==> src/rtl/hyp_cordic_vectoring.sv <==
`default_nettype none
// +--------------------------------------------------------------------------+
// | Module      : hyp_cordic_vectoring                                       |
// | Description : Iterative hyperbolic CORDIC, vectoring mode. Drives y to   |
// |               zero with one micro-rotation per clock and returns         |
// |               theta = atanh(y/x) and the (gain-scaled) magnitude.        |
// |               Shift sequence 1,2,3,4,4,5..13,13,14 (16 steps).           |
// |               Optional build macro GAIN_COMP_EN adds a 1/K_h multiply    |
// |               cycle so mag_out = sqrt(x^2 - y^2).                        |
// | Revision    : 1.0  initial release                                       |
// +--------------------------------------------------------------------------+
module hyp_cordic_vectoring #(
    parameter int N_ITER = 14,
    parameter int GUARD  = 4
) (
    input  logic               clk,
    input  logic               rst_n,
    input  logic               in_valid,
    output logic               in_ready,
    input  logic signed [15:0] x_in,
    input  logic signed [15:0] y_in,
    output logic               out_valid,
    input  logic               out_ready,
    output logic signed [15:0] theta_out,
    output logic signed [15:0] mag_out,
    output logic               err_out
);

    localparam int c_W      = 16 + GUARD;
    localparam int c_STEPS  = N_ITER + ((N_ITER >= 4) ? 1 : 0) + ((N_ITER >= 13) ? 1 : 0);
    localparam int c_CW     = $clog2(c_STEPS + 1);
    localparam int c_SW     = $clog2(N_ITER + 2);
    // The angle table below is written at Q.18 (GUARD = 4) and rescaled here.
    localparam int c_UP     = (GUARD >= 4) ? (GUARD - 4) : 0;
    localparam int c_DN     = (GUARD < 4) ? (4 - GUARD) : 0;
    localparam int c_DN_RND = (1 << c_DN) >> 1;
    localparam int c_RND    = (1 << GUARD) >> 1;
    localparam logic signed [c_W:0] c_MAXV = (c_W+1)'(32767);
    localparam logic signed [c_W:0] c_MINV = -(c_W+1)'(32768);

    typedef enum logic [1:0] {
        S_IDLE = 2'd0,
        S_RUN  = 2'd1,
        S_DONE = 2'd2,
        S_GAIN = 2'd3
    } t_state;

    t_state                  r_state;
    t_state                  w_state_nx;
    logic signed [c_W-1:0]   r_x;
    logic signed [c_W-1:0]   r_y;
    logic signed [c_W-1:0]   r_z;
    logic [c_CW-1:0]         r_iter;
    logic [c_SW-1:0]         r_shift;
    logic                    r_rep;
    logic                    r_err;
    logic signed [15:0]      r_theta;
    logic signed [15:0]      r_mag;

    logic                    w_accept;
    logic                    w_last;
    logic                    w_in_err;
    logic signed [15:0]      w_abs_y;
    logic                    w_y_neg;
    logic signed [c_W-1:0]   w_xs;
    logic signed [c_W-1:0]   w_ys;
    logic signed [c_W-1:0]   w_atanh;
    logic signed [c_W-1:0]   w_x_nx;
    logic signed [c_W-1:0]   w_y_nx;
    logic signed [c_W-1:0]   w_z_nx;

    // round(atanh(2^-i) * 2^18), rescaled to Q.(14+GUARD); beyond i=14 atanh(2^-i) ~= 2^-i
    function automatic logic signed [c_W-1:0] f_atanh(input logic [c_SW-1:0] i_idx);
        int v;
        case (int'(i_idx))
            1:       v = 143997;
            2:       v = 66955;
            3:       v = 32940;
            4:       v = 16405;
            5:       v = 8195;
            6:       v = 4096;
            7:       v = 2048;
            8:       v = 1024;
            9:       v = 512;
            10:      v = 256;
            11:      v = 128;
            12:      v = 64;
            13:      v = 32;
            14:      v = 16;
            default: v = 262144 >>> int'(i_idx);
        endcase
        v = v <<< c_UP;
        v = (v + c_DN_RND) >>> c_DN;
        return c_W'(v);
    endfunction

    // Drop the guard bits with round-half-up, then clamp to the 16-bit range
    function automatic logic signed [15:0] f_round(input logic signed [c_W-1:0] i_v);
        logic signed [c_W:0] s;
        s = ($signed({i_v[c_W-1], i_v}) + $signed((c_W+1)'(c_RND))) >>> GUARD;
        if (s > c_MAXV) begin
            return 16'sh7fff;
        end else if (s < c_MINV) begin
            return -16'sh8000;
        end
        return s[15:0];
    endfunction

    // -32768 has no positive counterpart, so its magnitude saturates to 32767
    assign w_abs_y  = (y_in == -16'sh8000) ? 16'sh7fff : (y_in[15] ? -y_in : y_in);
    assign w_in_err = (x_in <= 16'sh0000) || (w_abs_y >= x_in);
    assign w_accept = in_valid && (r_state == S_IDLE);
    assign w_last   = (r_iter == c_CW'(c_STEPS - 1));

    // One simultaneous micro-rotation; direction chosen by the sign of y
    assign w_y_neg = r_y[c_W-1];
    assign w_xs    = r_x >>> r_shift;
    assign w_ys    = r_y >>> r_shift;
    assign w_atanh = f_atanh(r_shift);
    assign w_x_nx  = w_y_neg ? (r_x + w_ys) : (r_x - w_ys);
    assign w_y_nx  = w_y_neg ? (r_y + w_xs) : (r_y - w_xs);
    assign w_z_nx  = w_y_neg ? (r_z - w_atanh) : (r_z + w_atanh);

`ifdef GAIN_COMP_EN
    localparam logic signed [16:0]   c_INV_KH  = 17'sd19784;
    localparam int                   c_PSH     = 14 + GUARD;
    localparam logic signed [c_W+16:0] c_P_RND = (c_W+17)'(1) <<< (c_PSH - 1);
    localparam logic signed [c_W+16:0] c_P_MAX = (c_W+17)'(32767);
    localparam logic signed [c_W+16:0] c_P_MIN = -(c_W+17)'(32768);
    logic signed [c_W+16:0] w_prod;
    logic signed [c_W+16:0] w_prod_r;
    logic signed [15:0]     w_mag_comp;

    // Undo the CORDIC gain: x * (1/K_h), rounded straight back to Q2.14
    assign w_prod   = r_x * c_INV_KH;
    assign w_prod_r = (w_prod + c_P_RND) >>> c_PSH;
    assign w_mag_comp = (w_prod_r > c_P_MAX) ? 16'sh7fff :
                        (w_prod_r < c_P_MIN) ? -16'sh8000 : w_prod_r[15:0];
`endif

    // State register
    always_ff @(posedge clk) begin
        if (!rst_n) begin
            r_state <= S_IDLE;
        end else begin
            r_state <= w_state_nx;
        end
    end

    // Next-state decode and handshake outputs
    always_comb begin
        w_state_nx = r_state;
        in_ready   = 1'b0;
        out_valid  = 1'b0;
        case (r_state)
            S_IDLE: begin
                in_ready = 1'b1;
                if (in_valid) begin
                    w_state_nx = S_RUN;
                end
            end
            S_RUN: begin
                // An out-of-domain operand spends a single cycle here with the
                // datapath frozen, so its result appears one edge after accept.
                if (r_err) begin
                    w_state_nx = S_DONE;
                end else if (w_last) begin
`ifdef GAIN_COMP_EN
                    w_state_nx = S_GAIN;
`else
                    w_state_nx = S_DONE;
`endif
                end
            end
            S_GAIN: begin
                w_state_nx = S_DONE;
            end
            S_DONE: begin
                out_valid = 1'b1;
                if (out_ready) begin
                    w_state_nx = S_IDLE;
                end
            end
            default: begin
                w_state_nx = S_IDLE;
            end
        endcase
    end

    // Operand load, iteration datapath and result capture
    always_ff @(posedge clk) begin
        if (!rst_n) begin
            r_x     <= '0;
            r_y     <= '0;
            r_z     <= '0;
            r_iter  <= '0;
            r_shift <= c_SW'(1);
            r_rep   <= 1'b0;
            r_err   <= 1'b0;
            r_theta <= '0;
            r_mag   <= '0;
        end else begin
            case (r_state)
                S_IDLE: begin
                    if (w_accept) begin
                        r_x     <= {x_in, {GUARD{1'b0}}};
                        r_y     <= {y_in, {GUARD{1'b0}}};
                        r_z     <= '0;
                        r_iter  <= '0;
                        r_shift <= c_SW'(1);
                        r_rep   <= 1'b0;
                        r_err   <= w_in_err;
                        r_theta <= '0;
                        r_mag   <= '0;
                    end
                end
                S_RUN: begin
                    if (!r_err) begin
                        r_x    <= w_x_nx;
                        r_y    <= w_y_nx;
                        r_z    <= w_z_nx;
                        r_iter <= r_iter + c_CW'(1);
                        // Shifts 4 and 13 are executed twice to keep convergence
                        if (((r_shift == c_SW'(4)) || (r_shift == c_SW'(13))) && !r_rep) begin
                            r_rep <= 1'b1;
                        end else begin
                            r_rep   <= 1'b0;
                            r_shift <= r_shift + c_SW'(1);
                        end
                        if (w_last) begin
                            r_theta <= f_round(w_z_nx);
`ifndef GAIN_COMP_EN
                            r_mag   <= f_round(w_x_nx);
`endif
                        end
                    end
                end
`ifdef GAIN_COMP_EN
                S_GAIN: begin
                    r_mag <= w_mag_comp;
                end
`endif
                default: begin
                end
            endcase
        end
    end

    assign theta_out = r_theta;
    assign mag_out   = r_mag;
    assign err_out   = r_err;

endmodule
`default_nettype wire

==> config.mk <==
export PLATFORM = sky130hd
export DESIGN_NAME = hyp_cordic_vectoring
export DESIGN_NICKNAME = d
export VERILOG_FILES = /design/src/rtl/hyp_cordic_vectoring.sv
export SDC_FILE = /design/constraint.sdc
export NUM_CORES = 1
export LEC_CHECK = 0
export CAP_MARGIN = 10
export CORE_ASPECT_RATIO = 0.8
export CORE_UTILIZATION = 35
export DETAILED_ROUTE_END_ITERATION = 6
export SETUP_SLACK_MARGIN = 0.05
export SLEW_MARGIN = 25
export SYNTH_ARGS = -nofsm -noshare
export SYNTH_HDL_FRONTEND = slang
export SYNTH_SLANG_ARGS = --single-unit
==> constraint.sdc <==
create_clock -name clk -period 7.3 [get_ports clk]
set_input_delay 1.825 -clock clk [delete_from_list [all_inputs] [get_ports clk]]
set_output_delay 1.825 -clock clk [all_outputs]
set_load 0.03 [all_outputs]
==> metrics.cfg <==
[logic_synthesis]
syn_inst = 1605
synth_flop_cell = dfxtp_1
ys_seq_elements = 105
seq_area_frac_synth_pct = 17.0
synth_edf_count = 0
syn-num-nets = 1731
ys_types = 100
synth_area_um2 = 12400
async_reset_ff_share_pct = 0
syn_area_per_cell_um2 = 7.72
ys_warn_count = 0

[timing]
clock_skew_ns = 0.0157
setup_viol_count_final = 0
period_share_pct = 90.0
fin_ws_ns = 0.729
final.setup.tns_ns = 0
min_period_ns = 6.57
tightest_slew_ns = 1.01
fin_hold_ws_ns = 0.460
max_slew_margin_pct = 33.0
hold_viol = 0
rsz0062_at_grt = no
max_freq_mhz = 152
finalMaxSlewViolations = 0

[critical_path]
arrival_ns = 6.80
worstSetupPathType = reg -> reg
critPathTopFamily = simple AND/OR/NAND/NOR gates
cpPeakStageDelay_ns = 0.83
cp.required_ns = 7.53
crit_path_cell_trace = inv_1 -> ha_1 -> or3_1 -> a32oi_1 -> o2111a_1 -> and3_1 -> a21oi_1 -> nor3_1 -> a21oi_1 -> ha_1 -> a21o_1 -> a31o_2 -> a22o_1 -> a211oi_2 -> nand3_1 -> or3_1 -> nor4_2 -> a21boi_1 -> nand2_1 -> o211ai_1
worstPathMaxFanout = 34
worst-path-buf-inv = 1
crit_slowest_cell = dfxtp_2
start_kind = flop
end_kind = flop

[min_path]
hp-class = reg -> reg

[final_layout]
nFillCells = 3611
syn2layout_area_growth_pct = 10.5
final_util_pct = 39.4
diodes = 0
final_cell_area_um2 = 13700
drive_gt1_share_pct = 8.52
layout.nets = 1740
multi_input_area_um2 = 9550
regArea_um2 = 2110

[cts]
clk_latency_ns = 0.37
cts_made_buffers = 9
post_cts_resized = 0
root_buffer = clkbuf_16
cts_setup_buffers = 0
clock-sinks = 105
cts_max_level = 3
clockBufferDepth = 2
ctsHoldBuffers = 0
path_clk_slew_ns = 0.08
cts_tree = built

[floorplan]
die_h_um = 170
initial_core_util_pct = 35.6
dieArea_um2 = 36200
num_rows = 61
core_um2 = 34800
die_x_um = 212
ios = 71

[global_routing]
overflow = 0
grt_pass1_vias = 11128
grt_max_degree = 81
antenna_found_initial = 1
grt_pass1_wl_um = 62900
grtUsageTotal_pct = 22.0

[placed_design]
port_buffers = 70
hpwlAfterDp_um = 30200
post-place-ws_ns = 0.812
place_congestion = 0.945
place_area_um2 = 13400

[run]
drv_cap = 0

[detailed_routing]
wire_per_inst_um = 19.2
via_per_inst = 5.86
dr.pass1.iters = 6
drc_errors = 0
vias = 12246
ant_nets = 0
initialDrtViolationCount = 1128
drt-total-wl_um = 40200

[power]
ir_worst_vdd_mv = 0.196
power.static_leakage_uw = 0.00526
power_density_nw_per_um2 = 282

[run_status]
status = finished, final reports clean

[per-stage QoR]
stage | power (µW) | std cells
2_1_floorplan | 2590 | 1605
3_3_place_gp | 3240 | 2075
3_5_place_dp | 3250 | 2075
4_1_cts | 3830 | 2091
5_1_grt | 4130 | 2091
6_report | 3860 | 2091
[placed cells by master (no fill, tap or decap), types with 10 or more instances in the layout]
| cell type | synthesis | final |
|---|---|---|
| nand2_1 | 172 | 172 |
| a211oi_1 | 13 | 13 |
| a21oi_1 | 140 | 139 |
| nand2b_1 | 18 | 17 |
| or3_1 | 14 | 14 |
| inv_1 | 60 | 60 |
| clkdlybuf4s50_1 | 0 | 70 |
| mux2_2 | 16 | 16 |
| o21ai_0 | 68 | 67 |
| a31oi_1 | 24 | 24 |
| nor4_1 | 11 | 11 |
| mux4_2 | 27 | 27 |
| nor3_1 | 27 | 27 |
| nand4_1 | 15 | 15 |
| mux2i_1 | 26 | 26 |
| dfxtp_1 | 105 | 100 |
| and3_1 | 17 | 17 |
| and2_1 | 19 | 19 |
| xor2_1 | 55 | 55 |
| xnor2_1 | 69 | 69 |
| o21ai_1 | 10 | 10 |
| o31ai_1 | 17 | 17 |
| o21a_1 | 28 | 28 |
| nor2b_1 | 17 | 17 |
| nor2_1 | 175 | 173 |
| ha_1 | 87 | 87 |
| a311oi_1 | 14 | 14 |
| a22oi_1 | 25 | 25 |
| buf_4 | 4 | 24 |
| o211ai_1 | 33 | 33 |
| nand3_1 | 29 | 29 |
| a21o_1 | 24 | 24 |
[tightest hold or removal path: stages (launching register included)]
cell and delay [ns]:
dfxtp_1 0.32, nand2_1 0.05, a21oi_1 0.05
[Yosys cell counts, drive strengths merged, types with 18 or more instances]
cell type,instances,share of area (%)
mux4,33,6.2
nor2,179,5.6
o21ai,78,3.1
a311oi,21,1.8
inv,61,1.8
clkbuf,63,2.0
xor2,55,3.9
xnor2,69,4.9
o211ai,33,2.0
and2,21,1.1
mux2i,28,2.4
buf,31,2.1
nand2b,18,0.91
a21o,24,1.5
nor3,27,1.1
a211oi,18,1.3
a22oi,25,1.5
nand2,172,5.2
a21oi,140,5.7
dfxtp,105,17
nand3,29,1.2
a31oi,24,1.2
o21a,28,1.7
ha,87,8.8
[cell type report]
type | instances | area share (%)
multi-input cells | 1342 | 69.8
flip-flops and latches | 105 | 15.4
repair buffers | 94 | 6.43
well taps | 472 | 4.31
inverters | 62 | 1.70
clock buffers | 9 | 1.64
clock inverters | 7 | 0.749
[power breakdown]
| group | total [µW] | internal (µW) | switching [µW] |
|---|---|---|---|
| Clock | 565 | 280 | 285 |
| Sequential | 735 | 632 | 103 |
| Combinational | 2560 | 1000 | 1560 |
| Total | 3860 | 1910 | 1950 |
[worst paths after layout]
check	to	depth (start not counted)	slack, ns	from
worst max register to register	theta_out[6]	20	0.73	r_shift[1]
worst max-delay path	theta_out[6]	20	0.73	r_shift[1]
worst min-delay path	theta_out[0]	2	0.46	theta_out[0]
worst min register to register	theta_out[0]	2	0.46	theta_out[0]
[flip-flops by register name (all words and copies together), names as in the netlist]
signal / count
err_out: 1
mag_out: 16
r_iter: 5
r_rep: 1
r_shift: 4
r_state: 2
r_x: 20
r_y: 20
r_z: 20
theta_out: 16
[cell families (layout without fill, tap and decap cells)]
kind of cell | after synthesis | after routing | share of synthesized area (%)
muxes | 78 | 78 | 10.1
buffers and inverters | 158 | 172 | 6.15
AOI/OAI and AO/OA | 486 | 486 | 26.8
xor gates and xnor gates | 125 | 125 | 8.95
DFF | 105 | 105 | 17.0
and+or+nand+nor | 563 | 563 | 21.8
adders and majority gates | 90 | 90 | 9.27
[layer usage]
layer  wire [µm]  GRT usage [%]  vias to the layer above
li1            -              -                     5940
met1       19900           33.2                     5870
met2       17300           33.1                      405
met3        2520           2.92                       29
met4         453           4.16                        2
met5          13              0                        -
Note: power is estimated with default switching activity, not from simulation.
